==> src/rtl/register_pair_file_pkg.sv <==
// Shared CPU register-file constants: default byte width, word width and the
// architectural pair indices used by the datapath.
package register_pair_file_pkg;
  localparam int DEF_BYTE_W = 8;
  localparam int WORD_W     = 2 * DEF_BYTE_W;

  localparam int PAIR_BC = 0;
  localparam int PAIR_DE = 1;
  localparam int PAIR_HL = 2;
  localparam int PAIR_SP = 3;
endpackage

==> src/rtl/register_pair_stepper.sv <==
// Combinational +/-1 on one register-pair word, with a wrap flag for
// all-ones increments and zero decrements.
module register_pair_stepper #(
  parameter int WORD_W = 16
) (
  input  logic [WORD_W-1:0] i_word,
  input  logic              i_dec,
  output logic [WORD_W-1:0] o_word,
  output logic              o_wrap
);
  always_comb begin
    o_word = i_dec ? (i_word - WORD_W'(1)) : (i_word + WORD_W'(1));
    o_wrap = i_dec ? (i_word == '0) : (&i_word);
  end
endmodule

==> src/rtl/register_pair_file.sv <==
// PAIRS byte-addressable register pairs with byte/word writes, two registered
// byte-read ports, two combinational word-read ports and a pair stepper.
module register_pair_file
  import register_pair_file_pkg::*;
#(
  parameter  int BYTE_W  = DEF_BYTE_W,
  parameter  int PAIRS   = 4,
  localparam int PAIR_AW = $clog2(PAIRS)
) (
  input  logic                  clk,
  input  logic                  rst,
  input  logic [PAIR_AW-1:0]    wr_sel,
  input  logic                  wr_l,
  input  logic                  wr_h,
  input  logic                  wr_w,
  input  logic [BYTE_W-1:0]     din_b,
  input  logic [2*BYTE_W-1:0]   din_w,
  input  logic [PAIR_AW-1:0]    step_sel,
  input  logic                  inc,
  input  logic                  dec,
  input  logic [PAIR_AW-1:0]    rdA_sel,
  input  logic                  rdA_hi,
  input  logic                  rdA_en,
  input  logic [PAIR_AW-1:0]    rdB_sel,
  input  logic                  rdB_hi,
  input  logic                  rdB_en,
  output logic [BYTE_W-1:0]     rdA_data,
  output logic                  rdA_valid,
  output logic [BYTE_W-1:0]     rdB_data,
  output logic                  rdB_valid,
  input  logic [PAIR_AW-1:0]    wA_sel,
  input  logic [PAIR_AW-1:0]    wB_sel,
  output logic [2*BYTE_W-1:0]   wA_data,
  output logic [2*BYTE_W-1:0]   wB_data,
  output logic                  step_wrap
);
  localparam int WW = 2 * BYTE_W;

  logic [WW-1:0] r_pair [PAIRS];

  logic          w_wr_any;
  logic          w_wr_ok;
  logic          w_step_ok;
  logic          w_step_go;
  logic [WW-1:0] w_step_src;
  logic [WW-1:0] w_step_res;
  logic          w_step_wrap;

  function automatic logic f_in_range(input logic [PAIR_AW-1:0] sel);
    return (int'(sel) < PAIRS);
  endfunction

  function automatic logic [WW-1:0] f_word(input logic [PAIR_AW-1:0] sel);
    return f_in_range(sel) ? r_pair[sel] : '0;
  endfunction

  function automatic logic [BYTE_W-1:0] f_byte(input logic [PAIR_AW-1:0] sel,
                                               input logic hi);
    logic [WW-1:0] w;
    w = f_word(sel);
    return hi ? w[WW-1:BYTE_W] : w[BYTE_W-1:0];
  endfunction

  // A write to the stepped pair in the same cycle takes precedence.
  always_comb begin
    w_wr_any   = wr_l | wr_h | wr_w;
    w_wr_ok    = w_wr_any && f_in_range(wr_sel);
    w_step_ok  = f_in_range(step_sel);
    w_step_src = f_word(step_sel);
    w_step_go  = (inc ^ dec) && w_step_ok && !(w_wr_any && (wr_sel == step_sel));
  end

  register_pair_stepper #(.WORD_W(WW)) u_stepper (
    .i_word (w_step_src),
    .i_dec  (dec),
    .o_word (w_step_res),
    .o_wrap (w_step_wrap)
  );

  always_ff @(posedge clk) begin
    if (rst) begin
      for (int i = 0; i < PAIRS; i++) r_pair[i] <= '0;
      rdA_data  <= '0;
      rdA_valid <= 1'b0;
      rdB_data  <= '0;
      rdB_valid <= 1'b0;
      step_wrap <= 1'b0;
    end else begin
      for (int i = 0; i < PAIRS; i++) begin
        if (w_wr_ok && (wr_sel == PAIR_AW'(i))) begin
          if (wr_l)      r_pair[i][BYTE_W-1:0] <= din_b;
          else if (wr_w) r_pair[i][BYTE_W-1:0] <= din_w[BYTE_W-1:0];
          if (wr_h)      r_pair[i][WW-1:BYTE_W] <= din_b;
          else if (wr_w) r_pair[i][WW-1:BYTE_W] <= din_w[WW-1:BYTE_W];
        end else if (w_step_go && (step_sel == PAIR_AW'(i))) begin
          r_pair[i] <= w_step_res;
        end
      end
      step_wrap <= w_step_go & w_step_wrap;
      // Reads sample the pre-edge contents, so no write-through.
      rdA_valid <= rdA_en;
      rdA_data  <= rdA_en ? f_byte(rdA_sel, rdA_hi) : '0;
      rdB_valid <= rdB_en;
      rdB_data  <= rdB_en ? f_byte(rdB_sel, rdB_hi) : '0;
    end
  end

  assign wA_data = f_word(wA_sel);
  assign wB_data = f_word(wB_sel);
endmodule

==> config.mk <==
export PLATFORM = sky130hd
export DESIGN_NAME = register_pair_file
export DESIGN_NICKNAME = d
export VERILOG_FILES = /design/src/rtl/register_pair_file_pkg.sv /design/src/rtl/register_pair_stepper.sv /design/src/rtl/register_pair_file.sv
export SDC_FILE = /design/constraint.sdc
export NUM_CORES = 1
export LEC_CHECK = 0
export ABC_CLOCK_PERIOD_IN_PS = 3900
export BUFFER_PORTS_ARGS = -buffer_cell sky130_fd_sc_hd__buf_2
export CORE_MARGIN = 2
export CORE_UTILIZATION = 36
export CTS_CLUSTER_DIAMETER = 200
export DETAILED_ROUTE_END_ITERATION = 10
export PLACE_DENSITY = 0.51
export REMOVE_ABC_BUFFERS = 1
export SLEW_MARGIN = 20
export SYNTH_ARGS = -nofsm -noshare
export SYNTH_HDL_FRONTEND = slang
export SYNTH_SLANG_ARGS = --single-unit
==> constraint.sdc <==
create_clock -name clk -period 3.9 [get_ports clk]
set_clock_uncertainty 0.2 [all_clocks]
set_input_delay 0 -clock clk [delete_from_list [all_inputs] [get_ports clk]]
set_output_delay 0 -clock clk [all_outputs]
set_load 0.05 [all_outputs]
# After elaboration in Yosys (flattened, before gate mapping)
# Memory sizes are Yosys's and may differ from the RTL's.
# Index checks and enable logic that the tools add are counted.
totals:
  latch_bits: 0
  mem_bits_ro: 0
  memories: 1
  register_bits: 19
  input_bits: 47
  ram_bits: 64
classes:
  n_bitwise: 30
  div_mod_pow: 0
  shift: 0
  n_mux: 99
  n_reduce_logical: 17
  addsub: 2
  n_mul: 0
  order_cmp: 0
  n_eq_ne: 7
mem_list:
  columns: ["memory", "words", "word_bits", "read_ports", "rd_clocked_by_memory_dff", "write_ports", "line_no", "source"]
  rows:
  - ["r_pair", 4, 16, 5, 0, 4, "register_pair_file.sv:39", "logic [WW-1:0] r_pair [PAIRS];"]
op_table:
  columns: ["cell", "n"]
  rows:
  - ["2-to-1 mux 8 bit", 26]
  - ["2-to-1 mux 1 bit", 72]
  - ["bitwise OR 1 bit", 26]
  - ["adder 16 x 1 -> 16 bit, second input constant", 1]
  - ["logical NOT 16 bit", 1]
  - ["2-to-1 mux 16 bit", 1]
  - ["AND reduction 16 bit", 1]
  - ["subtractor 16 x 1 -> 16 bit, second input constant", 1]
  - ["logical AND 1 bit", 10]
  - ["equality test 2 bit, second input constant", 4]
  - ["equality test 2 x 1 -> 1 bit, second input constant", 2]
  - ["logical NOT 2 bit", 2]
  - ["OR reduction 2 bit", 2]
  - ["equality test 2 bit", 1]
  - ["NOT 1 bit", 2]
  - ["AND 1 bit", 1]
  - ["logical NOT 1 bit", 1]
  - ["bitwise XOR 1 bit", 1]

# Depth between registers and ports, before layout
# Gate-level depths: netlist of run 1.
logic_depth:
  ltp_word: 11
  ltp_mapped: 11

# Modules after synthesis
# From an unflattened synthesis of run 1, not the netlist that was laid out.
hier_totals:
  hier_cells: 569
  hier_area_um2: 6722.7
by_module_without_submodules:
  columns: ["mod", "area_each_um2", "cells_each", "n_inst"]
  rows:
  - ["register_pair_file", 5903.2, 459, 1]
  - ["register_pair_stepper", 819.5, 110, 1]

# Least setup slack after synthesis of run 1
# Ideal clock, no wire load.
synth_path:
  kind: "input-to-reg"
  startpoint: "in step_sel[0]"
  endpoint: "mem r_pair[0][12] in the netlist's numbering (data pin)"
  t_required_ps: 3416
  path_slack_ps: 511
  path_stages: 11
  arrival_ps: 2904
  path_buffers: 3
  path_cell_list: "buf_2 > buf_2 > mux4_2 > ha_1 > clkbuf_1 > nand4_1 > or2_2 > o21ai_0 > nor4_1 > a211oi_1 > o21ai_0"
synth_lines:
  columns: ["item", "line_no", "source"]
  rows:
  - ["start, declared", "register_pair_file.sv:18", "input logic [PAIR_AW-1:0] step_sel,"]
  - ["end, declared", "register_pair_file.sv:39", null]

==> impl_metrics.yaml, run 1 <==
drt:
  vias_per_cell: 6.60
  drc: 0
  drt_iter0_drc: 878
  wl_per_cell_um: 25.9
  routed_wl_mm: 23.6
  vias: 6006
  ant_nets: 0
  first_pass_iters: 6
grt:
  grt_max_degree: 21
  antenna_found_initial: 0
  grt_usage_pct: 24.3
  grt_pass1_wl_mm: 35.5
  grt-ovfl-total: 0
  grt_pass1_vias: 5749
setup_path:
  critPathLaunchType: "register"
  r2r-end: "r_pair[0][10]"
  startpoint: "r_pair[2][2]"
  crit_type: "register to register"
  crit_required_ns: 3.84
  end_kind: "register"
  path_max_fanout: 5
  crit_arrival_ns: 3.53
  reg2reg_from: "r_pair[2][2]"
  rrSetupSlack_ns: 0.31
  r2r_cells: 7
place:
  placed_area_um2: 7250
  dp_hpwl_mm: 17.4
  dp_slack_ns: 0.247
  port_buffers: 97
  place.gp.congestion: 0.997
finish:
  final_common_cell: "buf_2"
  layout.nets: 738
  drive_above_1_share_pct: 31.0
  n_antenna_cell: 0
  mostFrequentLayoutCells: "97 x buf_2, 80 x mux4_2, 64 x edfxtp_1"
  fin_area_um2: 7970
  fill_cells: 1670
  area_growth_pct: 21.4
sta:
  max_freq_mhz: 279
  worst_slack_ns: 0.313
  slew_headroom_pct: 25.5
  rsz0062_at_grt: "false"
  slew_violations: 0
  tightest_slew_ns: 1.12
  finalCriticalPeriod_ns: 3.59
  finalSetupViolCount: 0
  finalSetupTns_ns: 0
  holdWs_ns: 0.0623
  finalHoldViolCount: 0
  period_share_pct: 92.0
die:
  die_area_um2: 19300
  initial_core_util_pct: 36.7
  ios: 98
  core_um2: 17900
  die_h_um: 139
  row_count: 49
  die_x_um: 139
hold_path:
  hp-start: "din_b[2]"
  min_to: "r_pair[3][10]"
  min_path_cells: 3
  hold_class: "input pin to register"
yosys:
  syn_inst: 561
  synth_top_area_cell: "edfxtp_1"
  synth.avg_cell_area_um2: 11.7
  synth.yosys.warnings: 0
  synth_edf_count: 64
  yosysUniqueCellTypes: 50
  async_flop_share_pct: 0
  netlist.area_leader.share_pct: 29.3
  ys_ff_latch: 83
  ys.flop_type: "edfxtp_1"
  ys_seq_area_share_pct: 35.1
  synthTopCellsByArea: "edfxtp_1 29%, mux4_2 27%, dfxtp_1 5.8%"
  synthesis.area_um2: 6560
pwr:
  p_leak_nw: 2.94
  finalPower_mw: 3.06
  p_per_area_nw_per_um2: 384
  ir_drop_mv: 0.197
cts:
  cts_tree: "built"
  clockBufferDepth: 2
  insertion_delay_ns: 0.36
  clock-sinks: 83
  path_clk_slew_ns: 0.07
  cts_setup_buffers: 0
  htreeDepth: 3
  cts_made_buffers: 9
  cts-root-buf: "clkbuf_16"
flow_run:
  maxCapViolCount: 0
run_status:
  status: "finished clean"
-- cell usage after synthesis, types with 3 or more instances --
master,instances
mux2i_1,21
o211ai_1,3
nand2_1,23
a21oi_1,14
ha_1,14
o32ai_1,19
o22ai_1,14
nand3_1,5
xor2_1,8
edfxtp_1,64
nor3_1,8
inv_1,9
a22oi_1,22
nor2_1,58
a211o_1,3
nand2b_1,12
xnor2_1,6
o221ai_1,18
or2_2,5
nor2b_1,7
or3_1,3
clkbuf_1,33
nand4_1,7
o21ai_0,45
buf_1,9
dfxtp_1,19
mux4_2,80
-- state kept, by name, indices dropped and copies added, names as in the netlist --
| name | flops |
|---|---|
| rdB_valid | 1 |
| r_pair | 64 |
| rdA_data | 8 |
| rdB_data | 8 |
| rdA_valid | 1 |
| step_wrap | 1 |
-- stage by stage --
stage	cells	utilization, %
finish	910	44.5
global route	910	44.5
CTS	910	44.5
detailed placement	853	40.5
global placement	853	40.5
floorplan	517	-
-- layer usage --
metal  vias to the layer above  global-route usage [%]  wire length, µm
met2                       417                    38.7            11000
li1                       2556                       -                -
met4                         0                    7.02              625
met5                         -                       0                0
met3                        41                    4.25             2280
met1                      2992                    34.2             9690
-- logic make-up (layout without fill, tap and decap cells) --
group,after synthesis,after routing,share of synthesized area (%)
AOI/OAI and AO/OA,154,154,16.0
xor gates and xnor gates,14,14,1.87
adders and majority gates,15,15,2.97
buffers and inverters,53,173,3.07
DFF,83,83,35.1
muxes,102,102,30.9
and+or+nand+nor,140,140,10.1
-- worst max-delay path, stage by stage (launching register included) --
cell and delay, ns:
edfxtp_1 0.52, mux4_2 0.55, ha_1 0.35, nor2b_1 0.17, o31ai_1 0.49, o21ai_1 0.28, or3_1 0.48, o21ai_0 0.32
-- power by group --
group / leakage [nW] / switching [mW] / internal [mW]
Sequential: 0.830 / 0.0898 / 1.04
Combinational: 1.97 / 0.647 / 0.393
Clock: 0.144 / 0.392 / 0.504
Total: 2.94 / 1.13 / 1.93
-- final cells by class --
| type | instances | area [µm²] | area share, % |
|---|---|---|---|
| Tap cell | 229 | 287 | 3.60 |
| Sequential cell | 83 | 2300 | 28.9 |
| Clock buffer | 10 | 229 | 2.87 |
| Clock inverter | 6 | 72.6 | 0.911 |
| Inverter | 9 | 33.8 | 0.424 |
| Multi-Input combinational cell | 425 | 4070 | 51.1 |
| Timing Repair Buffer | 148 | 971 | 12.2 |
-- worst max path at each step --
| stage | end | slack (ns) | cells past startpoint |
|---|---|---|---|
| after CTS | r_pair[0][12] | 0.29 | 8 |
| after global placement | r_pair[1][12] | 0.36 | 8 |
| final | r_pair[0][10] | 0.31 | 7 |
| after floorplan | r_pair[0][12] | 0.80 | 8 |
| after global routing | r_pair[0][12] | 0.08 | 8 |
| after detailed placement | r_pair[0][10] | 0.25 | 9 |
-- repair_timing --
item / in CTS / in global routing
endpoints found under the setup margin: 0 / 4
gates resized for setup: 0 / 1
hold endpoints to repair: 78 / 0
hold buffers: 41 / 0
Note: power is estimated with default switching activity, not from simulation.
==> run 2: changes to the inputs <==
CORE_MARGIN = not set   (was 2)
==> run 2 against run 1 <==
  * Die area fell by 2.9%
  * Core utilization fell by 0.13 points
  * Flip-flop and latch count did not move
  * Via count fell by 1.1%
  * Worst hold slack got worse by 0.051 ns
  * Routed wire length fell by 0.16%
  * Combinational power barely moved
  * Count of clock-buffer cells in the layout did not move
  * Clock power fell by 2.5%
  * Non-clock buffer count fell by 3
  * Maximum frequency fell by 0.75%
  * Final area fell by 0.30%
==> impl_metrics.yaml, run 2 (synthesis results as in run 1) <==
place:
  dp_slack_ns: 0.171
  port_buffers: 97
  place.gp.congestion: 0.975
  dp_hpwl_mm: 17.3
finish:
  mostFrequentLayoutCells: "97 x buf_2, 80 x mux4_2, 64 x edfxtp_1"
  area_growth_pct: 21.0
  largest_register_ffs: 64
  layout.nets: 735
  fill_cells: 1676
  top_register: "r_pair"
  final_util_pct: 44.4
  final_common_cell: "buf_2"
  drive_above_1_share_pct: 30.8
  reg_top3: "r_pair x64, rdA_data x8, rdB_data x8"
  n_antenna_cell: 0
grt:
  grt_pass1_wl_mm: 35.1
  grt_usage_pct: 26.2
  grt_max_degree: 21
  antenna_found_initial: 0
  grt-ovfl-total: 0
  grt_pass1_vias: 5615
cts:
  clock-sinks: 83
  cts_tree: "built"
  path_clk_slew_ns: 0.07
  cts_made_buffers: 9
  insertion_delay_ns: 0.35
  htreeDepth: 3
  cts-root-buf: "clkbuf_16"
  clockBufferDepth: 2
sta:
  slew_violations: 0
  worst_slack_ns: 0.286
  finalSetupTns_ns: 0
  period_share_pct: 92.7
  slew_headroom_pct: 24.1
  finalSetupViolCount: 0
  finalCriticalPeriod_ns: 3.61
  finalHoldViolCount: 0
  holdWs_ns: 0.0116
  rsz0062_at_grt: "false"
  tightest_slew_ns: 1.13
  max_freq_mhz: 277
setup_path:
  crit_type: "register to register"
  r2r_cells: 8
  crit_required_ns: 3.77
  max_stage_delay_ns: 0.55
  path_max_fanout: 9
  crit_arrival_ns: 3.49
  rrSetupSlack_ns: 0.29
  reg2reg_from: "r_pair[0][9]"
  crit_chain: "mux4_2 > ha_1 > nand4_1 > or2_2 > o21ai_1 > nor4_1 > a211oi_1 > o21ai_0"
  critPathLaunchType: "register"
  end_kind: "register"
  r2r-end: "r_pair[3][12]"
  cpLargestDelayFamily: "compound AO/OA/AOI/OAI gates"
  slowest_stage: "mux4_2"
  critPathBufInv: 0
  startpoint: "r_pair[0][9]"
drt:
  routed_wl_mm: 23.6
  vias_per_cell: 6.55
  wl_per_cell_um: 26.0
  vias: 5938
  drt_iter0_drc: 761
  drc: 0
  ant_nets: 0
  first_pass_iters: 6
pwr:
  p_per_area_nw_per_um2: 383
  ir_drop_mv: 0.264
  finalPower_mw: 3.04
  p_leak_nw: 2.93
flow_run:
  maxCapViolCount: 0
die:
  core_um2: 17900
  die_h_um: 137
  die_area_um2: 18800
  ios: 98
  die_x_um: 137
  row_count: 49
  initial_core_util_pct: 36.7
hold_path:
  min_to: "r_pair[2][7]"
  min_path_cells: 3
  hp-start: "din_b[7]"
  hold_class: "input pin to register"
run_status:
  status: "finished clean"
## run 2: cell types whose count changed in the layout (fill, tap and decap cells not counted), sizes merged
cell and change:
inv -1, dlygate4sd3 -2, clkinv +2, clkinvlp -1, buf -1
## run 2: how the worst max path moves through the flow
| stage | to | slack, ns | depth (start not counted) |
|---|---|---|---|
| after CTS | r_pair[3][12] | 0.22 | 8 |
| after detailed placement | r_pair[3][12] | 0.17 | 9 |
| after global placement | r_pair[0][12] | 0.21 | 9 |
| after global routing | r_pair[3][12] | 0.15 | 8 |
| final | r_pair[3][12] | 0.29 | 8 |
| after floorplan | r_pair[0][12] | 0.80 | 8 |
## run 2: what timing repair did
item	4_1_cts	5_1_grt
setup endpoints to repair	0	4
hold buffers	39	0
hold endpoints to repair	80	0
gates resized for setup	0	1
buffers inserted	0	0
## run 2: worst reg2reg max path: cells and delay by family (launching register included)
family	cells	cell delay (ns)
DFF	1	0.50
and+or+nand+nor	3	0.71
AOI/OAI and AO/OA	3	0.88
adders and majority gates	1	0.48
muxes	1	0.56
## run 2: final cells by class
| type | instances | area (µm²) | area share (%) |
|---|---|---|---|
| tap | 229 | 287 | 3.61 |
| clock buffer | 10 | 229 | 2.88 |
| timing repair buffer | 145 | 943 | 11.9 |
| multi-input combinational | 425 | 4080 | 51.4 |
| inverter | 9 | 33.8 | 0.425 |
| sequential | 83 | 2300 | 29.0 |
| clock inverter | 6 | 65.1 | 0.819 |
## run 2: through the flow
stage,cells,area (µm²)
finish,907,7940
global route,907,7940
CTS,907,7940
detailed placement,852,7260
global placement,852,7260
floorplan,517,6390
## run 2: per-layer routing
layer | vias up | global-route usage (%) | wire length [µm]
met2 | 406 | 39.3 | 10700
met5 | - | 0 | 0
met3 | 58 | 6.11 | 2260
li1 | 2551 | - | -
met4 | 0 | 11.1 | 856
met1 | 2923 | 36.2 | 9760
## run 2: where the power goes
group	total, mW	switching (mW)	leakage [nW]	internal, mW
Combinational	1.04	0.648	1.96	0.392
Clock	0.874	0.376	0.144	0.498
Sequential	1.13	0.0902	0.830	1.04
==> run 3: changes to the inputs <==
PLACE_DENSITY = 0.55   (was 0.51)
==> run 3 against run 2 <==
  * Maximum frequency up 0.49%
  * Final area up 0.57%
  * Power up 4.3%
  * Worst hold slack better by 0.032 ns
  * Largest cell class unchanged
  * Critical path depth unchanged
  * Core utilization up 0.25 points
  * Highest routed layer unchanged
  * Die area unchanged
  * Via count up 1.1%
  * Clock power up 14%
==> impl_metrics.yaml, run 3 (synthesis results as in run 1) <==
cts:
  insertion_delay_ns: 0.36
  cts_made_buffers: 9
  cts_setup_buffers: 0
  cts-root-buf: "clkbuf_16"
  path_clk_slew_ns: 0.07
  clockBufferDepth: 2
  cts_hold_buffers: 40
  cts.repair.resized: 0
  cts_tree: "built"
  clock-sinks: 83
  htreeDepth: 3
sta:
  finalSetupTns_ns: 0
  holdWs_ns: 0.0441
  finalSetupViolCount: 0
  finalHoldViolCount: 0
  slew_headroom_pct: 23.0
  worst_slack_ns: 0.304
  rsz0062_at_grt: "false"
  max_freq_mhz: 278
  slew_violations: 0
  period_share_pct: 92.2
  tightest_slew_ns: 1.15
  finalCriticalPeriod_ns: 3.60
place:
  port_buffers: 97
  placed_area_um2: 7240
  dp_slack_ns: 0.212
  dp.cells: 850
  place.gp.congestion: 0.917
  dp_hpwl_mm: 17.4
setup_path:
  cp-endpoint: "r_pair[0][12]"
  path_max_fanout: 7
  end_kind: "register"
  startpoint: "r_pair[1][8]"
  reg2reg_from: "r_pair[1][8]"
  r2r_cells: 8
  critPathLaunchType: "register"
  crit_type: "register to register"
  crit_required_ns: 3.75
  rrSetupSlack_ns: 0.30
  crit_arrival_ns: 3.44
  r2r-end: "r_pair[0][12]"
grt:
  grt_usage_pct: 25.4
  antenna_found_initial: 0
  grt-ovfl-total: 0
  grt_pass1_vias: 5591
  grt_pass1_wl_mm: 34.3
  grt_max_degree: 21
die:
  row_count: 49
  core_um2: 17900
  die_area_um2: 18800
  ios: 98
  die_x_um: 137
  initial_core_util_pct: 36.7
  die_h_um: 137
drt:
  ant_nets: 0
  drt_iter0_drc: 871
  wl_per_cell_um: 25.8
  drc: 0
  first_pass_iters: 5
  vias: 6002
  routed_wl_mm: 23.4
  vias_per_cell: 6.63
finish:
  area_growth_pct: 21.7
  mostFrequentLayoutCells: "97 x buf_2, 80 x mux4_2, 64 x edfxtp_1"
  fin_area_um2: 7990
  fill_cells: 1686
  layout.nets: 734
  largest_register_ffs: 64
  reg_top3: "r_pair x64, rdA_data x8, rdB_data x8"
  fin_cells: 905
  final_common_cell: "buf_2"
  drive_above_1_share_pct: 30.9
  n_antenna_cell: 0
  top_register: "r_pair"
  final_util_pct: 44.6
run_status:
  status: "finished clean"
pwr:
  pwr-share-clk_pct: 31.6
  finalPower_mw: 3.17
  p_int_mw: 2.05
  combPwrFrac_pct: 32.9
  p_sw_mw: 1.12
  p_leak_nw: 2.94
  seq_power_share_pct: 35.5
  ir_drop_mv: 0.217
  p_per_area_nw_per_um2: 397
  swShare_pct: 35.3
flow_run:
  maxCapViolCount: 0
hold_path:
  hold_class: "input pin to register"
  min_path_cells: 3
run 3: cell count changes in the layout (fill, tap and decap cells not counted), sizes merged:
cell         before  now
dlygate4sd3      39   40
buf             106  104
bufinv            1    3
clkinvlp          0    2
clkbuf           10    9
clkinv            4    0
run 3: routing by layer:
| layer | part of all wire, % | wire, µm | GRT usage, % | vias up |
|---|---|---|---|---|
| met5 | 0 | 0 | 0 | - |
| met4 | 2.9 | 684 | 9.77 | 0 |
| met3 | 9.5 | 2220 | 4.96 | 47 |
| met2 | 47 | 11000 | 39.4 | 420 |
| met1 | 40 | 9450 | 35.0 | 2992 |
| li1 | - | - | - | 2543 |
run 3: worst max-delay path, cell delays in order (launching register included):
cell and delay (ns):
edfxtp_1 0.49, mux4_2 0.54, ha_1 0.44, nand4_1 0.22, or2_2 0.34, o21ai_0 0.41
nor4_1 0.11, a211oi_1 0.34, o21ai_0 0.19
run 3: worst min path at each step:
stage	to	slack (ns)	from
2_1_floorplan	rdA_data[0]	-0.05	rdA_hi
3_3_place_gp	r_pair[3][11]	0.16	din_w[11]
3_5_place_dp	r_pair[3][14]	0.18	din_w[14]
4_1_cts	r_pair[0][9]	0.02	din_b[1]
5_1_grt	r_pair[0][9]	0.04	din_b[1]
6_report	r_pair[2][10]	0.04	din_b[2]
run 3: final cells by class:
class,instances,area (µm²),share of cell area [%]
Tap cell,229,287,3.59
Multi-Input combinational cell,425,4090,51.2
Clock inverter,6,114,1.43
Timing Repair Buffer,144,938,11.7
Inverter,9,33.8,0.423
Sequential cell,83,2300,28.8
Clock buffer,9,225,2.82
run 3: power by group through the flow:
stage,Clock (mW),Combinational [mW],Sequential [mW]
2_1_floorplan,0,0.668,1.13
3_3_place_gp,0,0.998,1.13
3_5_place_dp,0,1.00,1.14
4_1_cts,1.02,1.03,1.12
5_1_grt,1.05,1.10,1.14
6_report,1.00,1.04,1.13
